$ cat src/rtl/cordic_rotate.sv
// Pipelined rotation-mode CORDIC: quadrant pre-rotation, STAGES micro-rotations,
// saturating output. Code and valid travel with their data slot.
module cordic_rotate #(
    parameter int WIDTH      = 16,
    parameter int FRAC_BITS  = 12,
    parameter int STAGES     = 12,
    parameter int CODE_WIDTH = 8,
    parameter int GUARD      = 2
) (
    input  logic                  clock,
    input  logic                  reset,
    input  logic                  enable,
    input  logic [WIDTH-1:0]      x_in,
    input  logic [WIDTH-1:0]      y_in,
    input  logic [15:0]           angle_in,
    input  logic [CODE_WIDTH-1:0] code_in,
    input  logic                  valid_in,
    output logic [WIDTH-1:0]      x_out,
    output logic [WIDTH-1:0]      y_out,
    output logic [CODE_WIDTH-1:0] code_out,
    output logic                  valid_out
);

    localparam int IW = WIDTH + GUARD;
    localparam int ZW = 17;

    if (STAGES < 1 || STAGES > 14 || FRAC_BITS >= WIDTH) begin : g_param_check
        $error("cordic_rotate: illegal parameter set");
    end

    logic signed [IW-1:0]   x_q [0:STAGES];
    logic signed [IW-1:0]   x_d [0:STAGES];
    logic signed [IW-1:0]   y_q [0:STAGES];
    logic signed [IW-1:0]   y_d [0:STAGES];
    logic signed [ZW-1:0]   z_q [0:STAGES];
    logic signed [ZW-1:0]   z_d [0:STAGES];
    logic [CODE_WIDTH-1:0]  code_q [0:STAGES];
    logic [CODE_WIDTH-1:0]  code_d [0:STAGES];
    logic                   valid_q [0:STAGES];
    logic                   valid_d [0:STAGES];

    logic signed [IW-1:0]   x_ext;
    logic signed [IW-1:0]   y_ext;
    logic                   flip;
    logic [15:0]            angle0;

    function automatic logic signed [ZW-1:0] atan_lut(input int i);
        case (i)
            0:       return 17'sd8192;
            1:       return 17'sd4836;
            2:       return 17'sd2555;
            3:       return 17'sd1297;
            4:       return 17'sd651;
            5:       return 17'sd326;
            6:       return 17'sd163;
            7:       return 17'sd81;
            8:       return 17'sd41;
            9:       return 17'sd20;
            10:      return 17'sd10;
            11:      return 17'sd5;
            12:      return 17'sd3;
            13:      return 17'sd1;
            default: return 17'sd0;
        endcase
    endfunction

    function automatic logic [WIDTH-1:0] sat(input logic signed [IW-1:0] v);
        if (&v[IW-1:WIDTH-1] || ~|v[IW-1:WIDTH-1])
            return v[WIDTH-1:0];
        return v[IW-1] ? {1'b1, {(WIDTH-1){1'b0}}} : {1'b0, {(WIDTH-1){1'b1}}};
    endfunction

    always_comb begin
        x_ext  = {{GUARD{x_in[WIDTH-1]}}, x_in};
        y_ext  = {{GUARD{y_in[WIDTH-1]}}, y_in};
        // angle in the outer half-plane: rotate by pi first, which flips bit 15
        flip   = angle_in[15] ^ angle_in[14];
        angle0 = flip ? {~angle_in[15], angle_in[14:0]} : angle_in;

        x_d[0]     = flip ? -x_ext : x_ext;
        y_d[0]     = flip ? -y_ext : y_ext;
        z_d[0]     = {angle0[15], angle0};
        code_d[0]  = code_in;
        valid_d[0] = valid_in;

        for (int i = 0; i < STAGES; i++) begin
            if (!z_q[i][ZW-1]) begin
                x_d[i+1] = x_q[i] - (y_q[i] >>> i);
                y_d[i+1] = y_q[i] + (x_q[i] >>> i);
                z_d[i+1] = z_q[i] - atan_lut(i);
            end else begin
                x_d[i+1] = x_q[i] + (y_q[i] >>> i);
                y_d[i+1] = y_q[i] - (x_q[i] >>> i);
                z_d[i+1] = z_q[i] + atan_lut(i);
            end
            code_d[i+1]  = code_q[i];
            valid_d[i+1] = valid_q[i];
        end
    end

    always_ff @(posedge clock or posedge reset) begin
        if (reset) begin
            for (int i = 0; i <= STAGES; i++) begin
                x_q[i]     <= '0;
                y_q[i]     <= '0;
                z_q[i]     <= '0;
                code_q[i]  <= '0;
                valid_q[i] <= 1'b0;
            end
        end else if (enable) begin
            for (int i = 0; i <= STAGES; i++) begin
                x_q[i]     <= x_d[i];
                y_q[i]     <= y_d[i];
                z_q[i]     <= z_d[i];
                code_q[i]  <= code_d[i];
                valid_q[i] <= valid_d[i];
            end
        end
    end

    assign x_out     = sat(x_q[STAGES]);
    assign y_out     = sat(y_q[STAGES]);
    assign code_out  = code_q[STAGES];
    assign valid_out = valid_q[STAGES];

endmodule

$ cat config.mk
export PLATFORM = sky130hd
export DESIGN_NAME = cordic_rotate
export DESIGN_NICKNAME = d
export VERILOG_FILES = /design/src/rtl/cordic_rotate.sv
export SDC_FILE = /design/constraint.sdc
export NUM_CORES = 2
export LEC_CHECK = 0
export CORE_MARGIN = 8
export CORE_UTILIZATION = 45
export DETAILED_ROUTE_END_ITERATION = 7
export SYNTH_ARGS = -nofsm -noshare
export SYNTH_HDL_FRONTEND = slang
export SYNTH_SLANG_ARGS = --single-unit
$ cat constraint.sdc
create_clock -name clock -period 28.7 [get_ports clock]
set_input_delay 2.87 -clock clock [delete_from_list [all_inputs] [get_ports clock]]
set_output_delay 2.87 -clock clock [all_outputs]
set_load 0.02 [all_outputs]
==> reports/metrics.csv <==
stage,metric,value,unit
layout,ANT cells,0,
cts,worst-skew pair later-pin latency,700,ps
floorplan,Placement Rows,134,
synthesis,"EDFF count, synth",0,
floorplan,die span in x,382,um
floorplan,Die ar.,146000,sq um
critical_path,Worst setup SP type,primary input,
timing,Final Max Tran Viols,0,
synthesis,YS warnings,0,
placed_design,Final HPWL DP,109,mm
cts,Hold Buf Count CTS,0,
global_routing,grt ovf,0,
timing,setup tns final,0,ps
synthesis,Synth Net Count,7241,
floorplan,Starting Density,45.2,%
timing,Hold Worst Slack,486,ps
detailed_routing,Pre-Repair DR Iteration Count,6,
cts,CTS tree,yes,
synthesis,Post-Synthesis Cells,6542,
timing,RSZ-0062 raised after global routing,false,
timing,Fin Clk Skew,31.3,ps
layout,final instance count without filler cells,8382,
global_routing,Total Routing Usage GR,19.4,%
placed_design,I/O Buffers,100,
critical_path,Crit Path Max Fanout,180,
layout,Layout Nets,7241,
global_routing,initial antenna violation count,0,
layout,share of cells above drive strength 1,11.1,%
critical_path,WP data arrival,6500,ps
timing,Final min period,5920,ps
layout,utilization after layout,49.6,%
layout,"commonest non-fill, non-tap cell in the layout",dfrtp_1,
cts,CTS HTree Levels,3,
synthesis,Mean Syn Cell Area,9.22,sq um
cts,Root Buffer,clkbuf_16,
detailed_routing,Routed WL,145,mm
synthesis,Post-synth ARST share,100,%
cts,Inserted Clock Buffers,89,
detailed_routing,DR WL/cell,17.3,um
global_routing,pin count of the biggest net entering global routing,204,
detailed_routing,number of vias per cell,5.62,
run,Max Cap Viol,0,
critical_path,CP Data Required Time,29280,ps
placed_design,placed insts,8219,
synthesis,Post-Synthesis Cell Area,60300,sq um
timing,final period utilization,20.6,%
detailed_routing,antenna-violating nets left,0,
timing,Slew headroom,26.5,%
layout,FF/Latch Area,19200,sq um
synthesis,count of cell types in the netlist,94,
cts,CTS max path bufs,3,
synthesis,Post-synth top flop,dfrtp_1,
cts,clock sinks,768,
global_routing,vias in the first global route,45595,
floorplan,io pins,101,
layout,"commonest cells after routing, fill and taps aside","dfrtp_1, a21oi_1, nor2_1",
timing,"Hold Vio Cnt, Final",0,
timing,setup violators final,0,
layout,area delta synth->final,9.64,%
placed_design,Final Wtd Congestion,0.880,
cts,CTS resizes,0,
status,status,"complete, no violations",
detailed_routing,# DRC,0,
detailed_routing,Via Count,47094,
detailed_routing,initial DRC count,2986,
floorplan,die height,382,um
layout,fillers,12623,
synthesis,synthesis-stage register bit count,768,
hold_path,worst min path class,reg2reg,
critical_path,crit end category,flop,
global_routing,first-pass GRT wire length,241,mm
synthesis,post-synthesis sequential area ratio,31.9,%
floorplan,Core ar.,133000,sq um
timing,Fmax,169,MHz
timing,Tightest Pin Transition,1100,ps
cts,clk slew on worst S/H paths,60,ps
critical_path,Setup CP Type,in2reg,
layout,area of the multi-input gates,39200,sq um
cts,# Post-CTS Setup Buffers,0,
-- cell type report --
type | instances | area share [%]
flip-flops and latches | 768 | 29.1
multi-input cells | 5280 | 59.3
repair buffers | 130 | 1.94
well taps | 1768 | 3.35
clock inverters | 51 | 0.992
clock buffers | 112 | 3.76
inverters | 273 | 1.57
-- final timing paths --
kind	from	end	slack, ps	cells past startpoint
min in group asynchronous	reset	z_q[190]$_DFFE_PP0P_	2650	2
setup reg to reg	z_q[50]$_DFFE_PP0P_	y_q[35]$_DFFE_PP0P_	24200	11
hold reg to reg	y_q[76]$_DFFE_PP0P_	y_q[76]$_DFFE_PP0P_	490	1
setup / recovery	enable	x_q[69]$_DFFE_PP0P_	22780	7
hold / removal	y_q[76]$_DFFE_PP0P_	y_q[76]$_DFFE_PP0P_	490	1
max in group asynchronous	reset	x_q[59]$_DFFE_PP0P_	23330	5
-- cells by family (layout without fill, tap and decap cells) --
group	Yosys count	in the layout	share of synthesized area [%]
AO/OA/AOI/OAI	1834	1834	19.1
XOR/XNOR	675	675	9.81
adder cells (fa/ha/maj)	639	639	13.7
buffers and inverters	494	566	3.09
flip-flops	768	768	31.9
multiplexers	529	529	9.79
AND/OR/NAND/NOR	1603	1603	12.6
-- sequential cells by signal, summed over array words and instances, names as in the netlist --
| name | flops |
|---|---|
| code_out | 8 |
| z_q | 184 |
| x_q | 234 |
| valid_out | 1 |
| y_q | 233 |
| valid_d | 12 |
| code_d | 96 |
-- critical path: stages --
cell and delay, ps:
buf_8 500, buf_4 680, buf_12 560, buf_4 790
nand2_1 130, or4_1 440, o2111ai_1 130
-- per-stage QoR --
stage	cell area [sq um]	worst slack, ps
2_1_floorplan	60300	4270
3_3_place_gp	63000	22180
3_5_place_dp	63000	22140
4_1_cts	66100	22810
5_1_grt	66100	22530
6_report	66100	22780
-- per-layer routing --
metal  share of wire (%)  track usage, %  vias up
met1                  49            27.5    22502
met4                 2.2            4.43        0
met3                 3.2            2.28      198
li1                    -               -    23707
met2                  46            31.7      687
met5                   0               0        -
-- synth_stat cells (all sizes together) (72+ instances only) --
library cell / n / share of area [%]
mux2: 478 / 8.9
clkbuf: 198 / 1.2
nand2b: 76 / 0.79
a21oi: 682 / 5.7
nand3: 82 / 0.68
xor2: 241 / 3.5
nor2: 619 / 3.9
nor3: 148 / 1.3
nand2: 322 / 2.0
inv: 270 / 1.7
xnor2: 434 / 6.3
a21o: 196 / 2.4
o21a: 72 / 0.90
o21ai: 376 / 3.1
dfrtp: 768 / 32
nor2b: 86 / 0.89
ha: 604 / 13
Power is not shown: default switching activity piles up to over one toggle a cycle in this logic, so the estimate is an artifact.
